`src/rtl/multi_packet_input_buffer_pkg.sv`:
```
// Shared NoC flit/port types and helpers for the per-VC input buffer.
package multi_packet_input_buffer_pkg;
  localparam int unsigned VC_NUM  = 4;
  localparam int unsigned VC_SIZE = $clog2(VC_NUM);
  localparam int unsigned DATA_W  = 16;

  typedef enum logic [1:0] {HEAD, BODY, TAIL, HEADTAIL} flit_label_t;
  typedef enum logic [2:0] {LOCAL, NORTH, SOUTH, WEST, EAST} port_t;
  typedef enum logic [1:0] {IDLE, VA, SA} ib_state_t;

  typedef struct packed {
    flit_label_t         flit_label;
    logic [VC_SIZE-1:0]  vc_id;
    logic [DATA_W-1:0]   data;
  } flit_t;

  function automatic logic is_head(input flit_label_t l);
    return (l == HEAD) || (l == HEADTAIL);
  endfunction

  function automatic logic is_tail(input flit_label_t l);
    return (l == TAIL) || (l == HEADTAIL);
  endfunction
endpackage

```
`src/rtl/multi_packet_input_buffer_circular_buffer.sv`:
```
// Circular flit store with occupancy count and on/off flow-control indication.
module circular_buffer
  import multi_packet_input_buffer_pkg::*;
#(
  parameter int unsigned BUFFER_SIZE    = 8,
  parameter int unsigned PIPELINE_DEPTH = 5
) (
  input  logic                             clk,
  input  logic                             rst,
  input  flit_t                            data_i,
  input  logic                             read_i,
  input  logic                             write_i,
  output flit_t                            data_o,
  output logic                             is_full_o,
  output logic                             is_empty_o,
  output logic                             on_off_o,
  output logic [$clog2(BUFFER_SIZE+1)-1:0] occupancy_o
);
  localparam int unsigned PTR_W = (BUFFER_SIZE > 1) ? $clog2(BUFFER_SIZE) : 1;
  localparam int unsigned CNT_W = $clog2(BUFFER_SIZE+1);
  // "on" while free slots exceed the in-flight margin of the upstream pipeline
  localparam int unsigned ON_LIMIT = (BUFFER_SIZE > PIPELINE_DEPTH) ? BUFFER_SIZE - PIPELINE_DEPTH : 0;

  flit_t            mem_q [BUFFER_SIZE];
  logic [PTR_W-1:0] rd_ptr_q, rd_ptr_d, wr_ptr_q, wr_ptr_d;
  logic [CNT_W-1:0] count_q, count_d;
  logic             do_read, do_write;

  always_comb begin
    do_read  = read_i && (count_q != '0);
    do_write = write_i && (count_q != CNT_W'(BUFFER_SIZE));
    rd_ptr_d = rd_ptr_q;
    wr_ptr_d = wr_ptr_q;
    count_d  = count_q;
    if (do_read)
      rd_ptr_d = (rd_ptr_q == PTR_W'(BUFFER_SIZE-1)) ? '0 : rd_ptr_q + 1'b1;
    if (do_write)
      wr_ptr_d = (wr_ptr_q == PTR_W'(BUFFER_SIZE-1)) ? '0 : wr_ptr_q + 1'b1;
    if (do_write && !do_read)
      count_d = count_q + 1'b1;
    else if (!do_write && do_read)
      count_d = count_q - 1'b1;
  end

  always_ff @(posedge clk or posedge rst) begin
    if (rst) begin
      rd_ptr_q <= '0;
      wr_ptr_q <= '0;
      count_q  <= '0;
    end else begin
      rd_ptr_q <= rd_ptr_d;
      wr_ptr_q <= wr_ptr_d;
      count_q  <= count_d;
    end
  end

  always_ff @(posedge clk) begin
    if (do_write)
      mem_q[wr_ptr_q] <= data_i;
  end

  assign data_o      = mem_q[rd_ptr_q];
  assign is_full_o   = (count_q == CNT_W'(BUFFER_SIZE));
  assign is_empty_o  = (count_q == '0);
  assign on_off_o    = (count_q < CNT_W'(ON_LIMIT));
  assign occupancy_o = count_q;
endmodule

```
`src/rtl/multi_packet_input_buffer.sv`:
```
// Per-VC router input buffer: multi-packet flit queue, per-packet route FIFO and VA/SA head FSM.
module multi_packet_input_buffer
  import multi_packet_input_buffer_pkg::*;
#(
  parameter int unsigned BUFFER_SIZE    = 8,
  parameter int unsigned PIPELINE_DEPTH = 5,
  parameter int unsigned MAX_PACKETS    = 4,
  parameter bit          ATOMIC         = 1'b0
) (
  input  logic                             clk,
  input  logic                             rst,
  input  flit_t                            data_i,
  input  logic                             write_i,
  input  port_t                            out_port_i,
  input  logic                             read_i,
  input  logic [VC_SIZE-1:0]               vc_new_i,
  input  logic                             vc_valid_i,
  output flit_t                            data_o,
  output port_t                            out_port_o,
  output logic [VC_SIZE-1:0]               downstream_vc_o,
  output logic                             vc_request_o,
  output logic                             switch_request_o,
  output logic                             vc_allocatable_o,
  output logic                             credit_o,
  output logic                             is_full_o,
  output logic                             is_empty_o,
  output logic                             on_off_o,
  output logic [$clog2(BUFFER_SIZE+1)-1:0] occupancy_o,
  output logic [$clog2(MAX_PACKETS+1)-1:0] pkt_count_o,
  output logic                             error_o
);
  localparam int unsigned RF_DEPTH = ATOMIC ? 1 : MAX_PACKETS;
  localparam int unsigned RP_W     = (RF_DEPTH > 1) ? $clog2(RF_DEPTH) : 1;
  localparam int unsigned RC_W     = $clog2(RF_DEPTH+1);
  localparam int unsigned PKT_W    = $clog2(MAX_PACKETS+1);

  ib_state_t           state_q, state_d;
  port_t               route_q [RF_DEPTH];
  logic [RP_W-1:0]     rf_rd_q, rf_rd_d, rf_wr_q, rf_wr_d;
  logic [RC_W-1:0]     rf_cnt_q, rf_cnt_d;
  port_t               out_port_q, out_port_d;
  logic [VC_SIZE-1:0]  dvc_q, dvc_d;
  logic [PKT_W-1:0]    pkt_q, pkt_d;
  logic                in_pkt_q, in_pkt_d;
  logic                credit_q, alloc_q, err_q;
  logic                w_head, head_ok, write_acc, read_acc, tail_out;
  logic                rf_full, rf_empty, rf_push, rf_pop, bypass;
  flit_t               buf_data;

  circular_buffer #(
    .BUFFER_SIZE   (BUFFER_SIZE),
    .PIPELINE_DEPTH(PIPELINE_DEPTH)
  ) u_buf (
    .clk        (clk),
    .rst        (rst),
    .data_i     (data_i),
    .read_i     (read_acc),
    .write_i    (write_acc),
    .data_o     (buf_data),
    .is_full_o  (is_full_o),
    .is_empty_o (is_empty_o),
    .on_off_o   (on_off_o),
    .occupancy_o(occupancy_o)
  );

  always_comb begin
    w_head    = is_head(data_i.flit_label);
    rf_full   = (rf_cnt_q == RC_W'(RF_DEPTH));
    rf_empty  = (rf_cnt_q == '0);
    head_ok   = !in_pkt_q && !is_full_o && !rf_full;
    if (ATOMIC)
      head_ok = head_ok && is_empty_o && (state_q == IDLE);
    write_acc = write_i && (w_head ? head_ok : (in_pkt_q && !is_full_o));
    read_acc  = read_i && (state_q == SA) && !is_empty_o;
    tail_out  = read_acc && is_tail(buf_data.flit_label);
  end

  // A head arriving while the FIFO is empty in IDLE takes its route straight into
  // out_port; it is not also pushed, so it cannot be popped a second time later.
  always_comb begin
    state_d          = state_q;
    out_port_d       = out_port_q;
    dvc_d            = dvc_q;
    rf_pop           = 1'b0;
    bypass           = 1'b0;
    vc_request_o     = 1'b0;
    switch_request_o = 1'b0;
    case (state_q)
      IDLE: begin
        if (!rf_empty) begin
          state_d    = VA;
          out_port_d = route_q[rf_rd_q];
          rf_pop     = 1'b1;
        end else if (write_acc && w_head) begin
          state_d    = VA;
          out_port_d = out_port_i;
          bypass     = 1'b1;
        end
      end
      VA: begin
        vc_request_o = 1'b1;
        if (vc_valid_i) begin
          state_d = SA;
          dvc_d   = vc_new_i;
        end
      end
      SA: begin
        switch_request_o = !is_empty_o;
        if (tail_out)
          state_d = IDLE;
      end
      default: state_d = IDLE;
    endcase
  end

  always_comb begin
    rf_push  = write_acc && w_head && !bypass;
    rf_rd_d  = rf_rd_q;
    rf_wr_d  = rf_wr_q;
    rf_cnt_d = rf_cnt_q;
    if (rf_pop)
      rf_rd_d = (rf_rd_q == RP_W'(RF_DEPTH-1)) ? '0 : rf_rd_q + 1'b1;
    if (rf_push)
      rf_wr_d = (rf_wr_q == RP_W'(RF_DEPTH-1)) ? '0 : rf_wr_q + 1'b1;
    if (rf_push && !rf_pop)
      rf_cnt_d = rf_cnt_q + 1'b1;
    else if (!rf_push && rf_pop)
      rf_cnt_d = rf_cnt_q - 1'b1;

    pkt_d = pkt_q;
    if ((write_acc && w_head) && !tail_out)
      pkt_d = pkt_q + 1'b1;
    else if (!(write_acc && w_head) && tail_out)
      pkt_d = pkt_q - 1'b1;

    in_pkt_d = in_pkt_q;
    if (write_acc && (data_i.flit_label == HEAD))
      in_pkt_d = 1'b1;
    else if (write_acc && (data_i.flit_label == TAIL))
      in_pkt_d = 1'b0;
  end

  always_ff @(posedge clk or posedge rst) begin
    if (rst) begin
      state_q    <= IDLE;
      rf_rd_q    <= '0;
      rf_wr_q    <= '0;
      rf_cnt_q   <= '0;
      out_port_q <= LOCAL;
      dvc_q      <= '0;
      pkt_q      <= '0;
      in_pkt_q   <= 1'b0;
      credit_q   <= 1'b0;
      alloc_q    <= 1'b0;
      err_q      <= 1'b0;
    end else begin
      state_q    <= state_d;
      rf_rd_q    <= rf_rd_d;
      rf_wr_q    <= rf_wr_d;
      rf_cnt_q   <= rf_cnt_d;
      out_port_q <= out_port_d;
      dvc_q      <= dvc_d;
      pkt_q      <= pkt_d;
      in_pkt_q   <= in_pkt_d;
      credit_q   <= read_acc;
      alloc_q    <= tail_out;
      err_q      <= (write_i && !write_acc) || (read_i && !read_acc);
    end
  end

  always_ff @(posedge clk) begin
    if (rf_push)
      route_q[rf_wr_q] <= out_port_i;
  end

  always_comb begin
    data_o       = buf_data;
    data_o.vc_id = dvc_q;
  end

  assign out_port_o       = out_port_q;
  assign downstream_vc_o  = dvc_q;
  assign vc_allocatable_o = alloc_q;
  assign credit_o         = credit_q;
  assign pkt_count_o      = pkt_q;
  assign error_o          = err_q;
endmodule
```
`config.mk`:
```
export PLATFORM = sky130hd
export DESIGN_NAME = multi_packet_input_buffer
export DESIGN_NICKNAME = d
export VERILOG_FILES = /design/src/rtl/multi_packet_input_buffer_pkg.sv /design/src/rtl/multi_packet_input_buffer_circular_buffer.sv /design/src/rtl/multi_packet_input_buffer.sv
export SDC_FILE = /design/constraint.sdc
export NUM_CORES = 1
export LEC_CHECK = 0
export BUFFER_PORTS_ARGS = -buffer_cell sky130_fd_sc_hd__buf_4
export CORE_AREA = 10 10 180 182
export CTS_CLUSTER_DIAMETER = 50
export DETAILED_ROUTE_END_ITERATION = 16
export DIE_AREA = 0 0 190 192
export GPL_TIMING_DRIVEN = 0
export PLACE_DENSITY = 0.44
export SLEW_MARGIN = 15
export SYNTH_ARGS = -nofsm -noshare
export SYNTH_HDL_FRONTEND = slang
export SYNTH_HIERARCHICAL = 1
export SYNTH_SLANG_ARGS = --single-unit
```
`constraint.sdc`:
```
create_clock -name clk -period 4.4 [get_ports clk]
set_input_delay 0.66 -clock clk [delete_from_list [all_inputs] [get_ports clk]]
set_output_delay 0.66 -clock clk [all_outputs]
set_load 0.05 [all_outputs]
```
==> impl_metrics.toml, run 1 <==
[critical_path]
worst-path-buf-inv = 4
slowest_stage = "or4_1"
timing.rr.end = "u_buf/occupancy_o[3]"
ff2ff_path_depth = 13
crit_chain = "buf_2 > or4b_4 > inv_1 > or2b_2 > a21oi_1 > nand2_4 > inv_1 > ha_1 > inv_1 > ha_1 > or4_1 > nand3_1 > o211ai_1"
critPathCaptureType = "flip-flop"
path_class = "reg2reg"
r2r-start = "u_buf/occupancy_o[0]"
critPathTopFamily = "simple AND/OR/NAND/NOR gates"
critPathMaxFanout = 8
r2r_setup_slack_ps = 1060
max_stage_delay_ps = 500
crit_path_frequent_cell = "inv_1"
crit_arrival_ps = 3650
path_depth = 13
required_ps = 4710
start_kind = "flip-flop"

[run_status]
status = "completed"

[sta]
finalSetupTns_ps = 0
rsz0062_at_grt = "false"
finalCriticalPeriod_ps = 3340
worst_pin_slew_ps = 850
whs_ps = 246
min_period_over_period_pct = 75.8
max_freq_ghz = 0.300
max_slew_margin_pct = 43.3
setup_ws_ps = 1060
drv_slew = 0
finalClockSkew_ps = 14.3
hold_viol_final = 0
final-setup-viol-count = 0

[clocking]
clockRootBuffer = "clkbuf_16"
clock_latency_ps = 440
holdBufCountCts = 0
cts_tree = "done"
cts_setup_buffers = 0
cts-resized-gates = 0
cts_made_buffers = 17
cts.clk_slew.worst_paths_ps = 70
h-tree-depth = 4
cts_sinks = 187
cts.path.max_buffers = 2

[pwr]
power.density_nw_per_um2 = 681
cellInternalPower_mw = 4.02
leakagePower_nw = 3.48
pwr-share-comb_pct = 40.5
p_sw_mw = 2.60
ir_drop_mv = 0.421
pwr-share-clk_pct = 23.4
pwr-share-seq_pct = 36.1
swShare_pct = 39.3

[floorplan]
rows = 62
die-area_sq_um = 36500
chipHeight_microns = 192
start_util_pct = 27.7
core_sq_um = 28600
ios = 70
die_w_microns = 190

[synthesis]
syn_avg_cell_area_sq_um = 19.4
syn_nets = 457
synth_warnings = 6
syn_area_sq_um = 7920
syn_inst = 408

[global_route]
grtUsageTotal_pct = 9.82
overflow = 0
grt_max_degree = 22
antenna_found_initial = 0
grt_pass1_wl_mm = 26.8
grt_pass1_vias = 4385

[placed_design]
place_area_sq_um = 9090
gp_congestion = 0.707
port_buffers = 67
place_ws_ps = 673
hpwlAfterDp_mm = 11.9

[final_layout]
final_cell_mix = "156 x edfxtp_1, 73 x buf_4, 31 x dfrtp_1"
finalNetCount = 558
nFillCells = 2746
final_common_cell = "edfxtp_1"
postLayoutCellArea_sq_um = 9710
layout-drive-gt1-share_pct = 35.4
area_delta_synth_final_pct = 22.6

[flow_run]
drv_cap = 0

[routing]
vias = 4012
wire_per_inst_microns = 19.2
totalWireLength_mm = 17.4
ant_nets = 0
drtIter0Drc = 203
post-route-drc-count = 0
via_per_inst = 4.42
drt_first_pass_iters = 4

[worst_hold_path]
min_path_type = "in2async"
per-stage QoR:
stage	util, %	std cells	total power, mW
final	33.9	907	6.61
after detailed placement	31.8	874	5.15
after floorplan	-	408	4.30
after global routing	33.9	906	6.98
after CTS	33.9	906	6.72
after global placement	31.1	859	5.03
routing by layer:
layer	part of all wire, %	track usage (%)
met1	46	12.4
met2	49	16.0
met3	3.7	2.56
met4	0.92	3.21
met5	0	0
worst max path at each step:
| stage | from | endpoint | slack, ps |
|---|---|---|---|
| 3_5_place_dp | data_i[18] | u_buf/occupancy_o[3] | 670 |
| 5_1_grt | u_buf/occupancy_o[0] | u_buf/occupancy_o[3] | 790 |
| 2_1_floorplan | u_buf/occupancy_o[0] | u_buf/mem_q[0][0] | 130 |
| 6_report | u_buf/occupancy_o[0] | u_buf/occupancy_o[3] | 1060 |
| 4_1_cts | u_buf/occupancy_o[0] | u_buf/occupancy_o[3] | 1050 |
| 3_3_place_gp | data_i[18] | u_buf/mem_q[0][15] | -2120 |
cell type report:
type	count	area, sq um	area share [%]
diodes	1	2.50	0.0258
plain buffers	18	134	1.38
inverters	18	67.6	0.696
clock inverters	15	189	1.95
well taps	384	480	4.95
repair buffers	82	638	6.57
multi-input cells	185	2310	23.8
clock buffers	17	425	4.38
flip-flops and latches	187	5460	56.3
sequential cells by signal, summed over array words and instances (netlist names):
name and flops:
downstream_vc_o 2, rf_rd_q 2, u_buf/occupancy_o 4, in_pkt_q 1
credit_o 1, out_port_o 3, state_q 2, u_buf/mem_q 144
pkt_count_o 3, rf_wr_q 2, route_q 12, u_buf/rd_ptr_q 3
error_o 1, rf_cnt_q 3, vc_allocatable_o 1, u_buf/wr_ptr_q 3
power by group through the flow:
stage / clock [mW] / sequential, mW / combinational, mW
after global placement: 0 / 2.41 / 2.62
after global routing: 1.68 / 2.43 / 2.87
after CTS: 1.60 / 2.39 / 2.73
after floorplan: 0 / 2.59 / 1.71
after detailed placement: 0 / 2.43 / 2.73
final: 1.55 / 2.39 / 2.68
Power figures use the tool's default switching activity.
==> run 2, diff against run 1 <==
==> constraint.sdc (replaced) <==
create_clock -name clk -period 3.45 [get_ports clk]
set_input_delay 0.5175 -clock clk [delete_from_list [all_inputs] [get_ports clk]]
set_output_delay 0.5175 -clock clk [all_outputs]
set_load 0.05 [all_outputs]
==> run 2 against run 1 <==
Compared with the run above:
- critical endpoint unchanged
- clock skew is 1.7 ps higher
- non-clock buffer count stayed put
- setup slack worse by 850 ps
- sequential power is 29% higher
- core utilization is 0.26 points higher
- register-to-register slack worse by 850 ps
- via count is 0.60% lower
- maximum frequency is 3.1% higher
- flip-flop and latch count stayed put
- global-route usage is 0.17 points higher
- worst hold slack worse by 140 ps
- sequential share of layout area is 0.38 points lower
==> impl_metrics.toml, run 2 (synthesized netlist as in run 1, its figures left out) <==
[clocking]
cts_made_buffers = 17
clockRootBuffer = "clkbuf_16"
clock_latency_ps = 440
cts_tree = "done"
cts.clk_slew.worst_paths_ps = 80
cts_sinks = 187
holdBufCountCts = 0
h-tree-depth = 4
cts.path.max_buffers = 2

[final_layout]
final_cell_mix = "156 x edfxtp_1, 78 x buf_4, 30 x mux4_1"
utilization_pct = 34.2
layoutNonFillerInstCount = 906
nFillCells = 2698
finalNetCount = 558
postLayoutCellArea_sq_um = 9780
n_antenna_cell = 0
layout-drive-gt1-share_pct = 37.0
area_delta_synth_final_pct = 23.6
largest_reg_flops = 144
largest-register = "u_buf/mem_q"
final_common_cell = "edfxtp_1"

[routing]
totalWireLength_mm = 17.4
vias = 3988
drt_first_pass_iters = 4
drtIter0Drc = 203
via_per_inst = 4.40
post-route-drc-count = 0
wire_per_inst_microns = 19.3
ant_nets = 0

[critical_path]
start_kind = "flip-flop"
r2r-start = "u_buf/occupancy_o[3]"
r2r_setup_slack_ps = 220
ff2ff_path_depth = 12
critPathCaptureType = "flip-flop"
crit_arrival_ps = 3540
critPathMaxFanout = 8
path_class = "reg2reg"
timing.rr.end = "u_buf/occupancy_o[3]"
required_ps = 3750

[placed_design]
port_buffers = 67
dpl.cell_count = 870
place_area_sq_um = 9110
hpwlAfterDp_mm = 11.6
gp_congestion = 0.691

[floorplan]
chipHeight_microns = 192
ios = 70
start_util_pct = 27.7
core_sq_um = 28600
die_w_microns = 190
die-area_sq_um = 36500
rows = 62

[flow_run]
drv_cap = 0

[global_route]
overflow = 0
grt_pass1_wl_mm = 27.1
grtUsageTotal_pct = 9.98
antenna_found_initial = 0
grt_pass1_vias = 4481
grt_max_degree = 23

[run_status]
status = "completed"

[pwr]
leakagePower_nw = 3.48
power_mw = 8.57
power.density_nw_per_um2 = 876
ir_drop_mv = 0.628

[sta]
finalSetupTns_ps = 0
worst_pin_slew_ps = 845
max_freq_ghz = 0.309
hold_viol_final = 0
final-setup-viol-count = 0
drv_slew = 0
finalCriticalPeriod_ps = 3230
finalClockSkew_ps = 16.1
min_period_over_period_pct = 93.7
rsz0062_at_grt = "false"
max_slew_margin_pct = 43.6

[worst_hold_path]
min_path_type = "in2async"
[run 2: stage by stage]
stage	hold WS, ps	setup slack (ps)
after floorplan	357	-272
after global placement	466	-1850
after detailed placement	470	-215
after CTS	93.2	81.7
after global routing	112	1.15
final	108	216
[run 2: power breakdown]
| group | internal [mW] | switching [mW] |
|---|---|---|
| clock network | 1.02 | 1.03 |
| registers | 2.78 | 0.297 |
| logic | 1.39 | 2.06 |
| total | 5.19 | 3.38 |
[run 2: per-layer routing]
layer | vias to the layer above | global-route usage [%] | wire length, microns
met3 | 14 | 3.14 | 808
met2 | 73 | 16.9 | 8740
met1 | 2054 | 11.8 | 7680
met4 | 0 | 3.39 | 216
met5 | - | 0 | 0
li1 | 1847 | - | -
[run 2: critical path: stages, from the launching register on]
cell and delay [ps]:
dfrtp_2 490, or4b_4 280, clkinvlp_4 120, or2b_2 320
a21oi_2 180, nand2_4 140, inv_1 80, ha_2 230
inv_1 110, ha_1 370, or4_1 530, nand3_1 140
o211ai_1 110
[run 2: what timing repair did]
action                     in CTS  in global routing
setup endpoints to repair       1                  2
cloned                          0                  0
setup buffers                   0                  5
gates resized for setup         1                  2
pin swaps                       0                  0
[run 2: final cells by class]
cell class / instances / area [sq um] / area share (%)
buffer: 17 / 129 / 1.32
clock buffer: 17 / 425 / 4.35
clock inverter: 15 / 205 / 2.10
inverter: 18 / 71.3 / 0.729
multi-input combinational: 185 / 2340 / 24.0
sequential: 187 / 5470 / 55.9
tap: 384 / 480 / 4.91
timing repair buffer: 83 / 661 / 6.75
[run 2: worst max-delay path by stage]
stage | slack, ps | to | start
global placement | -1850 | u_buf/mem_q[2][4] | data_i[18]
CTS | 80 | rf_cnt_q[2] | u_buf/occupancy_o[0]
floorplan | -270 | u_buf/mem_q[2][0] | u_buf/occupancy_o[0]
finish | 220 | u_buf/occupancy_o[3] | u_buf/occupancy_o[3]
global route | 1 | rf_cnt_q[2] | u_buf/occupancy_o[3]
detailed placement | -210 | u_buf/occupancy_o[3] | data_i[18]
